File: src/rtl/chunked_add_sub.sv
// -----------------------------------------------------------------------------
// chunked_add_sub
//
// Multi-cycle two's-complement adder/subtractor. A WIDTH-bit operand pair is
// pushed through one CHUNK-bit ripple-carry slice, least significant chunk
// first, one chunk per clock. The carry is registered between chunks, so the
// combinational carry chain never exceeds CHUNK bits whatever WIDTH is.
//
// Parameters:
//   WIDTH  operand/result width, must be a multiple of CHUNK
//   CHUNK  bits added per clock (slice width), WIDTH/CHUNK >= 1
//
// Ports:
//   clock     rising-edge clock
//   resetn    asynchronous active-low reset
//   start     request, sampled only in IDLE or DONE
//   a, b      operands (WIDTH bits)
//   cin       carry-in for add, borrow-in for subtract
//   sub       0: a+b+cin, 1: a-b-cin
//   acc       (only with CHUNKED_ADD_SUB_ACCUMULATE_EN) take operand A from s
//   busy      high while the slice is stepping through chunks
//   done      one-cycle pulse when s/cout/overflow are valid
//   s         result, held until the next accepted start
//   cout      final carry out (subtract: 1 = no borrow)
//   overflow  signed overflow of the completed operation
//
// Optional build macro: CHUNKED_ADD_SUB_ACCUMULATE_EN adds the acc port.
// -----------------------------------------------------------------------------
module chunked_add_sub #(
  parameter int WIDTH = 16,
  parameter int CHUNK = 4
) (
  input  logic             clock,
  input  logic             resetn,
  input  logic             start,
  input  logic [WIDTH-1:0] a,
  input  logic [WIDTH-1:0] b,
  input  logic             cin,
  input  logic             sub,
`ifdef CHUNKED_ADD_SUB_ACCUMULATE_EN
  input  logic             acc,
`endif
  output logic             busy,
  output logic             done,
  output logic [WIDTH-1:0] s,
  output logic             cout,
  output logic             overflow
);

  localparam int NCHUNK = WIDTH / CHUNK;
  // Keep the index at least one bit wide so NCHUNK=1 still elaborates.
  localparam int IDXW = (NCHUNK > 1) ? $clog2(NCHUNK) : 1;

  typedef enum logic [1:0] {
    ST_IDLE,
    ST_RUN,
    ST_DONE
  } state_t;

  state_t           r_state;
  logic [WIDTH-1:0] r_a;
  logic [WIDTH-1:0] r_b;
  logic             r_carry;
  logic [IDXW-1:0]  r_idx;
  logic [WIDTH-1:0] r_s;
  logic             r_cout;
  logic             r_ovf;
  logic             r_busy;
  logic             r_done;

  logic [WIDTH-1:0] w_opA;
  logic [31:0]      w_shift;
  logic [CHUNK-1:0] w_aChunk;
  logic [CHUNK-1:0] w_bChunk;
  logic [CHUNK:0]   w_sum;
  logic             w_carryMsb;
  logic             w_lastChunk;

  // Operand A source: the running result when accumulating, else the a port.
`ifdef CHUNKED_ADD_SUB_ACCUMULATE_EN
  assign w_opA = acc ? r_s : a;
`else
  assign w_opA = a;
`endif

  // Select the current chunk of each latched operand and add it with the
  // registered carry through a single CHUNK-bit slice.
  assign w_shift    = 32'(r_idx) * 32'(CHUNK);
  assign w_aChunk   = CHUNK'(r_a >> w_shift);
  assign w_bChunk   = CHUNK'(r_b >> w_shift);
  assign w_sum      = {1'b0, w_aChunk} + {1'b0, w_bChunk} + {{CHUNK{1'b0}}, r_carry};
  assign w_lastChunk = (r_idx == IDXW'(NCHUNK - 1));

  // The carry into the top bit of a chunk is recovered from that bit's sum,
  // since sum = a ^ b ^ carry_in. On the last chunk this is the carry into
  // bit WIDTH-1, which together with the final carry gives signed overflow.
  assign w_carryMsb = w_aChunk[CHUNK-1] ^ w_bChunk[CHUNK-1] ^ w_sum[CHUNK-1];

  // Control FSM and datapath registers. Subtraction is a + ~b + ~borrow, so
  // b is inverted at accept and the initial carry is cin XOR sub. IDLE and
  // DONE share the accept path so a start in the done cycle runs back-to-back.
  always_ff @(posedge clock or negedge resetn) begin
    if (!resetn) begin
      r_state <= ST_IDLE;
      r_a     <= '0;
      r_b     <= '0;
      r_carry <= 1'b0;
      r_idx   <= '0;
      r_s     <= '0;
      r_cout  <= 1'b0;
      r_ovf   <= 1'b0;
      r_busy  <= 1'b0;
      r_done  <= 1'b0;
    end else begin
      case (r_state)
        ST_IDLE, ST_DONE: begin
          r_done <= 1'b0;
          if (start) begin
            r_a     <= w_opA;
            r_b     <= sub ? ~b : b;
            r_carry <= cin ^ sub;
            r_idx   <= '0;
            r_s     <= '0;
            r_cout  <= 1'b0;
            r_ovf   <= 1'b0;
            r_busy  <= 1'b1;
            r_state <= ST_RUN;
          end else begin
            r_state <= ST_IDLE;
          end
        end
        ST_RUN: begin
          for (int k = 0; k < NCHUNK; k++) begin
            if (r_idx == IDXW'(k)) begin
              r_s[k*CHUNK +: CHUNK] <= w_sum[CHUNK-1:0];
            end
          end
          r_carry <= w_sum[CHUNK];
          if (w_lastChunk) begin
            r_cout  <= w_sum[CHUNK];
            r_ovf   <= w_carryMsb ^ w_sum[CHUNK];
            r_busy  <= 1'b0;
            r_done  <= 1'b1;
            r_state <= ST_DONE;
          end else begin
            r_idx <= r_idx + IDXW'(1);
          end
        end
        default: begin
          r_busy  <= 1'b0;
          r_done  <= 1'b0;
          r_state <= ST_IDLE;
        end
      endcase
    end
  end

  assign busy     = r_busy;
  assign done     = r_done;
  assign s        = r_s;
  assign cout     = r_cout;
  assign overflow = r_ovf;

endmodule

File: config.mk
export PLATFORM = sky130hd
export DESIGN_NAME = chunked_add_sub
export DESIGN_NICKNAME = d
export VERILOG_FILES = /design/src/rtl/chunked_add_sub.sv
export SDC_FILE = /design/constraint.sdc
export NUM_CORES = 1
export LEC_CHECK = 0
export BUFFER_PORTS_ARGS = -buffer_cell sky130_fd_sc_hd__buf_4
export CELL_PAD_IN_SITES_DETAIL_PLACEMENT = 1
export CELL_PAD_IN_SITES_GLOBAL_PLACEMENT = 1
export CORE_UTILIZATION = 39
export CTS_CLUSTER_DIAMETER = 200
export DETAILED_ROUTE_END_ITERATION = 6
export GPL_TIMING_DRIVEN = 0
export PLACE_DENSITY = 0.78
export SYNTH_ARGS = -nofsm -noshare
export SYNTH_HDL_FRONTEND = slang
export SYNTH_SLANG_ARGS = --single-unit
File: constraint.sdc
create_clock -name clock -period 2.5 [get_ports clock]
set_input_delay 0.25 -clock clock [delete_from_list [all_inputs] [get_ports clock]]
set_output_delay 0.25 -clock clock [all_outputs]
set_load 0.01 [all_outputs]
# --- Word-level counts from Yosys, hierarchy flattened ---
# Index checks and enable logic that the tools add are counted.
op_classes:
  n_reduce_logical: 12
  n_mux: 25
  n_eq_ne: 11
  add_sub_neg: 3
  n_shift: 2
  bitwise: 5
ops:
  columns: ["cell", "count"]
  rows:
  - ["$mux 16", 2]
  - ["$pmux 16 s2", 1]
  - ["$shr 16x4->4", 2]
  - ["$mux 4", 4]
  - ["$not 16->16", 1]
  - ["$reduce_and 3->1", 5]
  - ["$ne 2x2->1 const B", 6]
  - ["$mux 1", 9]
  - ["$pmux 1 s2", 4]
  - ["$pmux 2 s2", 2]
  - ["$eq 2x2->1 const B", 3]
  - ["$mux 2", 3]
  - ["$reduce_and 2->1", 3]
  - ["$add 4x4->5", 1]
  - ["$add 5x1->5", 1]
  - ["$eq 2x1->1 const B", 2]
  - ["$logic_not 2->1", 2]
  - ["$xor 1x1->1", 4]
  - ["$add 2x1->2 const B", 1]
  - ["$reduce_bool 2->1", 1]
  - ["$reduce_or 2->1", 1]
word_totals:
  elab_cells: 71
  reg_bits: 57
  input_bits: 37
  out_inout_bits: 20

# --- Depth between registers and ports, before layout ---
# Gate-level depths: netlist of run 1.
logic_depth:
  depth_word: 7
  depth_mapped: 8
  depth_no_buf: 7

# --- Worst setup path after synthesis of run 1 ---
# Ideal clock, no wire load.
synth_path:
  kind: "reg-to-reg"
  start: "register r_idx[0]"
  end: "register r_ovf, in the netlist overflow"
  setup_time_ns: 0.121
  period_less_slack_ns: 2.587
  stages_incl_launch_ff: 9
  path_buffers: 1
  path_slack_ns: -0.087
  arrival_ns: 2.466
  t_required_ns: 2.379
  path_cell_list: "dfrtp_1 -> buf_6 -> mux4_2 -> fa_1 -> fa_1 -> a21o_1 -> a21oi_2 -> xnor2_1 -> o21ai_1"
synth_via:
  elab_chain_cells: 7
  elab_cells_between_ends: 12
  cone_classes: "2 x add/sub; 2 x eq/ne; 2 x shift; 2 x mux; 3 x bitwise; 1 x reduce/logical"
synth_rtl:
  columns: ["element", "line_no", "source"]
  rows:
  - ["start: declaration", "64", "logic [IDXW-1:0] r_idx;"]
  - ["start signal: assignment", "146", "r_idx <= r_idx + IDXW'(1);"]
  - ["$shr 16x4->4, on equally long branches", "89, 90", null]
  - ["$add 4x4->5", "91", "assign w_sum = {1'b0, w_aChunk} + {1'b0, w_bChunk} + {{CHUNK{1'b0}}, r_carry};"]
  - ["$add 5x1->5", "91", null]
  - ["$xor 1x1->1", "97", "assign w_carryMsb = w_aChunk[CHUNK-1] ^ w_bChunk[CHUNK-1] ^ w_sum[CHUNK-1];"]
  - ["$xor 1x1->1", "141", "r_ovf <= w_carryMsb ^ w_sum[CHUNK];"]
  - ["$mux 1", "139", "if (w_lastChunk) begin"]
  - ["$pmux 1 s2", "115", "case (r_state)"]
  - ["end signal: assignment", "141", null]
  - ["end: declaration", "67", "logic r_ovf;"]
# Parallel ways exist; a longest one is shown, timed or not. The select of a mux whose other input is x is not followed.
# A chain may end at the register's enable or synchronous reset.

# --- Worst setup path in the final report of run 1 ---
# Same ends and word-level chain as after synthesis.

==> results.py, run 1 <==
metrics = {
    "layout": {
        "final_nets": 334,
        "diodes": 0,
        "area_growth_pct": 25.24,
        "drive_above_1_share_pct": 39.45,
    },
    "pwr": {
        "p_per_area_mw_per_mm2": 1352,
        "ir_drop_mv": 0.5610,
        "finalPower_w": 0.004600,
        "p_leak_nw": 1.644,
    },
    "logic_synthesis": {
        "yosysWarnings": 0,
        "yosysTopAreaCell": "dfrtp_1",
        "synth_nets": 265,
        "synth_top_area_share_pct": 51.59,
        "ys.flop_type": "dfrtp_1",
        "synth_edf_count": 0,
        "netlist_instances": 219,
        "yosysUniqueCellTypes": 25,
        "synth_area_mm2": 0.002716,
        "synth_async_sr_flop_share_pct": 100.0,
        "ys_ff_latch": 56,
        "ys_seq_area_share_pct": 51.59,
        "avgSynthCellArea_um2": 12.40,
        "netlist_top_cells_area": "dfrtp_1 52%, mux2_4 8.3%, o21ai_0 6.6%",
    },
    "global_routing": {
        "grt-ovfl-total": 0,
        "antenna_found_initial": 0,
        "grt_pass1_vias": 1982,
        "grt_max_degree": 57,
        "grt_usage_pct": 17.46,
        "grt_pass1_wl_um": 9867,
    },
    "critical_path": {
        "crit_type": "reg2reg",
        "startpoint_type": "flop",
        "arrival_ps": 2740,
        "critical_path_required_ps": 2710,
        "crit_fanout": 3,
        "r2r_start": "r_idx[0]",
        "worstSetupStartpoint": "r_idx[0]",
        "crit_path_end_kind": "flop",
    },
    "sta": {
        "worst_clock_skew_ps": 12.38,
        "worst_pin_slew_ps": 710.9,
        "fin_ws_ps": -35.00,
        "worst_hold_slack_ps": -23.93,
        "setup_viol": 1,
        "grt_setup_unrepaired": "yes",
        "max_slew_margin_pct": 52.61,
        "post-route-period-util_pct": 101.4,
        "setup-tns-final_ps": -35.00,
        "finalCriticalPeriod_ps": 2535,
        "max_freq_mhz": 394.5,
        "slew_violations": 0,
        "hold_violations": 46,
    },
    "floorplan": {
        "rows": 30,
        "die_width_um": 85.46,
        "start_util_pct": 40.20,
        "core_mm2": 0.006756,
        "dieArea_mm2": 0.007303,
        "io_pins": 57,
        "die_h_um": 85.46,
    },
    "run_status": {
        "status": "finished with violations",
        "violations": "hold timing, setup timing",
    },
    "clock_tree": {
        "tritoncts": "built",
        "clockRootBuffer": "clkbuf_8",
        "htreeDepth": 2,
        "clock_path_buffers": 2,
        "path_clk_slew_ps": 110,
        "clock_latency_ps": 320,
        "cts_sinks": 56,
        "cts_made_buffers": 5,
    },
    "drt": {
        "wl_per_cell_um": 16.03,
        "drt_pass1_iterations": 4,
        "vias_per_cell": 5.073,
        "final_antenna_net_count": 0,
        "wirelength_um": 5914,
        "vias": 1872,
        "drtIter0Drc": 77,
        "drc": 0,
    },
    "job": {
        "drv_cap": 0,
    },
    "place": {
        "io_buffers": 55,
        "gp_congestion": 0.7166,
        "dp_hpwl_um": 4304,
    },
    "min_path": {
        "hold_class": "in2async",
    },
}
[layout make-up]
class                           instances  area, um2
Fill cell                             732       3354
Sequential cell                        56       1403
Multi-Input combinational cell        144       1204
Timing Repair Buffer                   62      469.2
Buffer                                 13      112.6
Tap cell                               80      100.1
Clock buffer                            5      68.82
Clock inverter                          3      22.52
Inverter                                6      22.52
[cells in the final DEF, fill, tap and decap left out, drive strengths merged]
cell,n
buf,74
and2b,1
nor2,2
nand2b,3
a21o,2
nand3,21
o221ai,1
o21ai,37
clkinv,2
mux4,8
mux2,16
a21oi,2
fa,2
xnor2,19
inv,7
nand2,22
xor2,1
clkbuf,6
dfrtp,56
ha,7
[cells by family (layout without fill, tap and decap cells)]
group                      after synthesis  in the layout  synth area share (%)
DFF                                     56             56                 51.59
xor gates and xnor gates                20             20                 6.725
AOI/OAI and AO/OA                       42             42                 8.337
adders and majority gates                9              9                 4.698
muxes                                   24             24                 15.62
buffers and inverters                   19             89                 4.559
and+or+nand+nor                         49             49                 8.475
[path summary, 6_finish.rpt]
| check | to | slack [ps] | cells past startpoint |
|---|---|---|---|
| worst max register to register | overflow | -30 | 8 |
| worst min register to register | r_b[6] | 490 | 2 |
| max in group asynchronous | r_idx[0] | 2030 | 1 |
| min in group clock | r_a[11] | 170 | 2 |
| worst max-delay path | overflow | -30 | 8 |
| worst min-delay path | r_a[4] | -20 | 1 |
[power breakdown]
| group | total [W] | switching (W) | internal [W] |
|---|---|---|---|
| sequential | 0.00154 | 0.000232 | 0.00131 |
| combinational | 0.00254 | 0.00129 | 0.00126 |
| clock | 0.000511 | 0.000310 | 0.000202 |
| total | 0.00460 | 0.00183 | 0.00277 |
[stage by stage]
step | instance area [um2] | hold WS (ps) | utilization (%) | setup WS (ps) | cells
2_1_floorplan | 2721 | -45.59 | - | 15.93 | 219
3_3_place_gp | 3234 | 345.2 | 47.87 | -165.1 | 354
3_5_place_dp | 3234 | 347.7 | 47.87 | -172.7 | 354
4_1_cts | 3346 | 0.5178 | 49.52 | -40.63 | 363
5_1_grt | 3402 | 38.93 | 50.35 | -125.6 | 369
6_report | 3402 | -23.93 | 50.35 | -35.00 | 369
[synthesized netlist by cell type, types with 2 or more instances]
cell type	instances
ha_1	7
nand2_1	22
mux4_1	2
nor2_1	2
nand2b_1	2
o21ai_0	36
dfrtp_1	56
xnor2_1	19
a21o_1	2
fa_1	2
buf_2	5
buf_4	2
mux4_2	6
a21oi_2	2
nand3_1	21
buf_6	5
inv_1	6
mux2_4	15
[state kept, by name (all words and copies together) (netlist names)]
name      count
r_a          16
r_b          16
s            16
r_idx         2
busy          1
cout          1
done          1
overflow      1
r_carry       1
r_state       1
[layer usage]
metal	routed length [um]	share of wire, %	GRT usage [%]
met1	2704	46	22.47
met2	2940	50	29.96
met3	210	3.6	3.502
met4	59	1.0	5.000
met5	0	0	0
[critical path: stages (launching register included)]
cell and delay, ps:
dfrtp_2 420, buf_6 110, mux4_2 530, fa_2 390, fa_2 370, a21o_1 200
a21oi_2 180, xnor2_1 140, o21ai_1 70
[what timing repair did]
action / in CTS / in global routing
endpoints found under the setup margin: 8 / 7
pin swaps: 2 / 1
setup buffers: 1 / 6
hold buffers: 0 / 0
resized for setup: 4 / 2
(Power assumes the default switching activity.)
==> inputs of run 2 (changes only) <==
CORE_UTILIZATION = 46   (was 39)
PLACE_DENSITY = 0.87   (was 0.78)
SKIP_LAST_GASP = 1   (was default)
clock period = 2.95 ns   (was 2.5 ns; I/O delays follow)
==> run 2 against run 1 <==
Net effect:
- the run now ends clean
- cell count is 3.5% lower
- clock skew is 1.2 ps higher
- flip-flop and latch count stayed put
- wire length is 4.0% higher
- critical path type unchanged
- register-to-register slack better by 210 ps
- setup slack better by 210 ps
- critical path depth stayed put
- highest routed layer unchanged
- via count is 0.37% lower
- first-iteration DRC count is 5.2% lower
- maximum frequency is 8.7% lower
- hold slack better by 28 ps
- largest power group unchanged
- sequential power is 14% lower
==> results.py, run 2 (synthesized netlist as in run 1, its figures left out) <==
metrics = {
    "sta": {
        "hold_violations": 0,
        "finalCriticalPeriod_ps": 2776,
        "post-route-period-util_pct": 94.11,
        "setup-tns-final_ps": 0,
        "max_slew_margin_pct": 53.13,
        "max_freq_mhz": 360.2,
        "fin_ws_ps": 173.7,
        "worst_clock_skew_ps": 13.60,
        "slew_violations": 0,
        "grt_setup_unrepaired": "no",
        "worst_pin_slew_ps": 703.1,
        "setup_viol": 0,
    },
    "min_path": {
        "hold_class": "in2async",
    },
    "layout": {
        "area_growth_pct": 23.08,
        "seq_area_mm2": 0.001403,
        "final_cell_mix": "59 x buf_4, 55 x dfrtp_1, 36 x o21ai_0, 22 x nand2_1, 21 x nand3_1",
        "design_area_mm2": 0.003343,
        "fill_cells": 607,
        "drive_above_1_share_pct": 36.97,
        "final_nets": 329,
        "diodes": 0,
        "final_common_cell": "buf_4",
        "multi_input_area_mm2": 0.001191,
        "final_util_pct": 59.62,
    },
    "global_routing": {
        "grt-ovfl-total": 0,
        "grt_pass1_wl_um": 10310,
        "grt_usage_pct": 22.21,
        "antenna_found_initial": 0,
        "grt_max_degree": 57,
        "grt_pass1_vias": 2052,
    },
    "critical_path": {
        "critical_path_required_ps": 3170,
        "r2r_start": "r_idx[0]",
        "crit_type": "reg2reg",
        "reg2reg_to": "overflow",
        "crit_fanout": 10,
        "crit_path_end_kind": "flop",
        "arrival_ps": 2990,
        "startpoint_type": "flop",
        "reg2reg_slack_ps": 170,
        "reg2reg_depth": 8,
    },
    "pwr": {
        "ir_drop_mv": 0.4764,
        "p_per_area_mw_per_mm2": 1160,
        "p_leak_nw": 1.618,
    },
    "place": {
        "pre_cts_ws_ps": 67.99,
        "io_buffers": 55,
        "dp_hpwl_um": 4578,
        "gp_congestion": 0.7421,
        "placed_area_mm2": 0.003219,
    },
    "floorplan": {
        "die_h_um": 78.85,
        "die_width_um": 78.85,
        "start_util_pct": 48.44,
        "core_mm2": 0.005608,
        "rows": 27,
        "io_pins": 57,
        "dieArea_mm2": 0.006217,
    },
    "drt": {
        "wirelength_um": 6150,
        "vias_per_cell": 5.239,
        "drt_pass1_iterations": 4,
        "drtIter0Drc": 73,
        "vias": 1865,
        "wl_per_cell_um": 17.28,
        "final_antenna_net_count": 0,
        "drc": 0,
    },
    "job": {
        "drv_cap": 0,
    },
    "clock_tree": {
        "htreeDepth": 2,
        "tritoncts": "built",
        "clock_path_buffers": 2,
        "clock_latency_ps": 320,
        "clockRootBuffer": "clkbuf_8",
        "cts_sinks": 56,
        "cts_made_buffers": 5,
        "path_clk_slew_ps": 100,
    },
    "run_status": {
        "status": "completed",
    },
}
run 2: per-layer routing:
metal | GRT usage [%] | vias to the layer above | share of wire [%]
met5 | 0 | - | 0
met4 | 7.273 | 0 | 1.7
met3 | 4.368 | 10 | 3.3
met2 | 38.17 | 49 | 51
met1 | 28.16 | 926 | 44
li1 | - | 880 | -
run 2: worst max-delay path by stage:
stage,from,to,slack [ps],cells past startpoint
2_1_floorplan,r_idx[0],overflow,360,8
3_3_place_gp,r_idx[0],overflow,170,8
3_5_place_dp,r_idx[0],overflow,70,8
4_1_cts,r_idx[0],overflow,40,8
5_1_grt,r_idx[0],overflow,60,8
6_report,r_idx[0],overflow,170,8
run 2: worst max-delay path, stage by stage, from the launching register on:
cell	delay (ps)
dfrtp_2	400
buf_6	180
mux4_2	550
fa_1	450
fa_1	430
a21o_1	230
a21oi_2	210
xnor2_1	150
o21ai_1	70
run 2: cell type report:
| type | count | share of cell area, % |
|---|---|---|
| flip-flops and latches | 56 | 41.95 |
| plain buffers | 13 | 3.031 |
| clock buffers | 6 | 2.171 |
| well taps | 72 | 2.695 |
| inverters | 6 | 0.6737 |
| multi-input cells | 144 | 35.63 |
| repair buffers | 57 | 12.80 |
| clock inverters | 2 | 1.048 |
run 2: timing repair:
item	in CTS	in global routing
hold buffers	0	0
gates resized for setup	0	1
buffers inserted	0	2
setup endpoints to repair	0	4
run 2: power breakdown:
group          switching [W]  leakage [nW]  internal [W]
Clock               0.000253        0.0552      0.000253
Combinational        0.00108         0.869      0.000972
Sequential          0.000203         0.695       0.00111
run 2: through the flow:
stage	hold slack (ps)	total power [W]	instances
2_1_floorplan	-0.5911	0.002714	219
3_3_place_gp	382.9	0.003225	346
3_5_place_dp	400.4	0.003383	346
4_1_cts	44.15	0.003892	354
5_1_grt	69.11	0.004171	356
6_report	4.411	0.003879	356
==> inputs of run 3 (changes only) <==
SETUP_SLACK_MARGIN = 0.5   (was default)
==> run 3 against run 2 <==
Net effect:
- die area did not move
- first-iteration DRC count fell by 42%
- wire length rose by 11%
- sequential power barely moved
- setup slack improved by 230 ps
- sequential share of layout area fell by 1.3 points
- critical path type unchanged
- critical endpoint unchanged
==> results.py, run 3 (synthesized netlist as in run 1, its figures left out) <==
metrics = {
    "run_status": {
        "status": "completed",
    },
    "critical_path": {
        "arrival_ps": 2760,
        "crit_type": "reg2reg",
        "reg2reg_depth": 8,
        "critPathMaxStageDelay_ps": 530,
        "startpoint_type": "flop",
        "critical_path_required_ps": 3170,
        "crit_fanout": 3,
        "cp_slowest_cell": "mux4_2",
        "worstPathCellList": "buf_12 -> mux4_2 -> fa_2 -> fa_2 -> a21o_1 -> a21oi_4 -> xnor2_1 -> o21ai_1",
        "r2r_start": "r_idx[0]",
        "reg2reg_to": "overflow",
        "reg2reg_slack_ps": 400,
        "crit_path_end_kind": "flop",
        "cp_common_cell": "fa_2",
    },
    "job": {
        "drv_cap": 0,
    },
    "floorplan": {
        "die_width_um": 78.85,
        "dieArea_mm2": 0.006217,
        "start_util_pct": 48.44,
        "rows": 27,
        "core_mm2": 0.005608,
        "io_pins": 57,
        "die_h_um": 78.85,
    },
    "place": {
        "placed_area_mm2": 0.003224,
        "dp_hpwl_um": 4819,
        "pre_cts_ws_ps": 222.6,
        "gp_congestion": 0.7688,
        "io_buffers": 55,
    },
    "sta": {
        "max_freq_mhz": 392.8,
        "hold_violations": 0,
        "worst_pin_slew_ps": 719.7,
        "max_slew_margin_pct": 52.02,
        "finalCriticalPeriod_ps": 2546,
        "worst_clock_skew_ps": 6.848,
        "grt_setup_unrepaired": "yes",
        "setup-tns-final_ps": 0,
        "slew_violations": 0,
        "fin_ws_ps": 404.0,
        "setup_viol": 0,
        "post-route-period-util_pct": 86.31,
    },
    "drt": {
        "drc": 0,
        "drt_pass1_iterations": 5,
        "wirelength_um": 6843,
        "vias": 1926,
        "wl_per_cell_um": 18.96,
        "vias_per_cell": 5.335,
        "final_antenna_net_count": 0,
        "drtIter0Drc": 42,
    },
    "pwr": {
        "ir_drop_mv": 0.5310,
        "p_per_area_mw_per_mm2": 1251,
        "p_leak_nw": 1.663,
    },
    "layout": {
        "final_nets": 334,
        "fill_cells": 600,
        "area_growth_pct": 27.04,
        "drive_above_1_share_pct": 40.14,
        "final_common_cell": "buf_4",
        "design_area_mm2": 0.003451,
        "final_cell_mix": "64 x buf_4, 55 x dfrtp_1, 34 x o21ai_0, 22 x nand2_1, 21 x nand3_1",
        "diodes": 0,
        "final_util_pct": 61.54,
    },
    "clock_tree": {
        "cts_made_buffers": 5,
        "cts_sinks": 56,
        "clock_path_buffers": 2,
        "tritoncts": "built",
        "path_clk_slew_ps": 100,
        "clockRootBuffer": "clkbuf_8",
        "clock_latency_ps": 320,
        "holdBufCountCts": 0,
        "htreeDepth": 2,
    },
    "global_routing": {
        "grt_usage_pct": 24.50,
        "grt-ovfl-total": 0,
        "antenna_found_initial": 0,
        "grt_max_degree": 57,
        "grt_pass1_vias": 2121,
        "grt_pass1_wl_um": 11090,
    },
    "min_path": {
        "hold_class": "in2async",
    },
}
run 3: cell count changes in the layout (fill, tap and decap cells not counted), moves of 2 or more:
cell	delta
o21ai_0	-2
a21oi_4	+2
fa_2	+2
fa_1	-2
o21ai_1	+2
a21oi_2	-2
buf_4	+5
clkbuf_8	+2
run 3: power breakdown:
group / switching [W] / internal, W
Combinational: 0.00125 / 0.00117
Clock: 0.000257 / 0.000300
Sequential: 0.000226 / 0.00111
run 3: worst max-delay path: cells and delay by family (launching register included):
| kind | cells | cell delay [ps] |
|---|---|---|
| compound gates | 3 | 440 |
| buf+inv | 1 | 110 |
| fa+ha+maj | 2 | 800 |
| flops | 1 | 420 |
| mux | 1 | 530 |
| xor+xnor | 1 | 140 |
run 3: layout make-up:
type / count / area (um2) / area share [%]
buffer: 13 / 112.6 / 3.263
clock buffer: 7 / 96.34 / 2.792
multi-input combinational: 144 / 1227 / 35.57
timing repair buffer: 62 / 469.2 / 13.60
clock inverter: 1 / 30.03 / 0.8702
inverter: 6 / 22.52 / 0.6526
tap: 72 / 90.09 / 2.611
sequential: 56 / 1403 / 40.65
run 3: how the worst max path moves through the flow:
stage               slack [ps]        to     start  depth (start not counted)
finish                     400  overflow  r_idx[0]                          8
global route               340  overflow  r_idx[0]                          8
CTS                        400  overflow  r_idx[0]                          8
detailed placement         220  overflow  r_idx[0]                          8
global placement           310  overflow  r_idx[0]                          8
floorplan                  510  overflow  r_idx[0]                          8
run 3: metrics by stage:
| stage | total power (W) | hold WS [ps] | cells |
|---|---|---|---|
| detailed placement | 0.003456 | 393.1 | 346 |
| floorplan | 0.002725 | -0.5911 | 219 |
| finish | 0.004317 | 27.09 | 361 |
| global route | 0.004610 | 69.98 | 361 |
| global placement | 0.003245 | 385.9 | 346 |
| CTS | 0.004169 | 53.40 | 360 |
run 3: layer usage:
layer | part of all wire [%] | routed length, um | global-route usage, % | vias up
li1 | - | - | - | 893
met1 | 41 | 2809 | 28.80 | 964
met2 | 53 | 3633 | 44.78 | 57
met3 | 3.4 | 236 | 3.448 | 12
met4 | 2.4 | 165 | 10.00 | 0
met5 | 0 | 0 | 0 | -
run 3: timing repair:
action	4_1_cts	5_1_grt
resized for setup	5	7
pin swaps	6	4
setup endpoints to repair	15	12
setup buffers	6	1
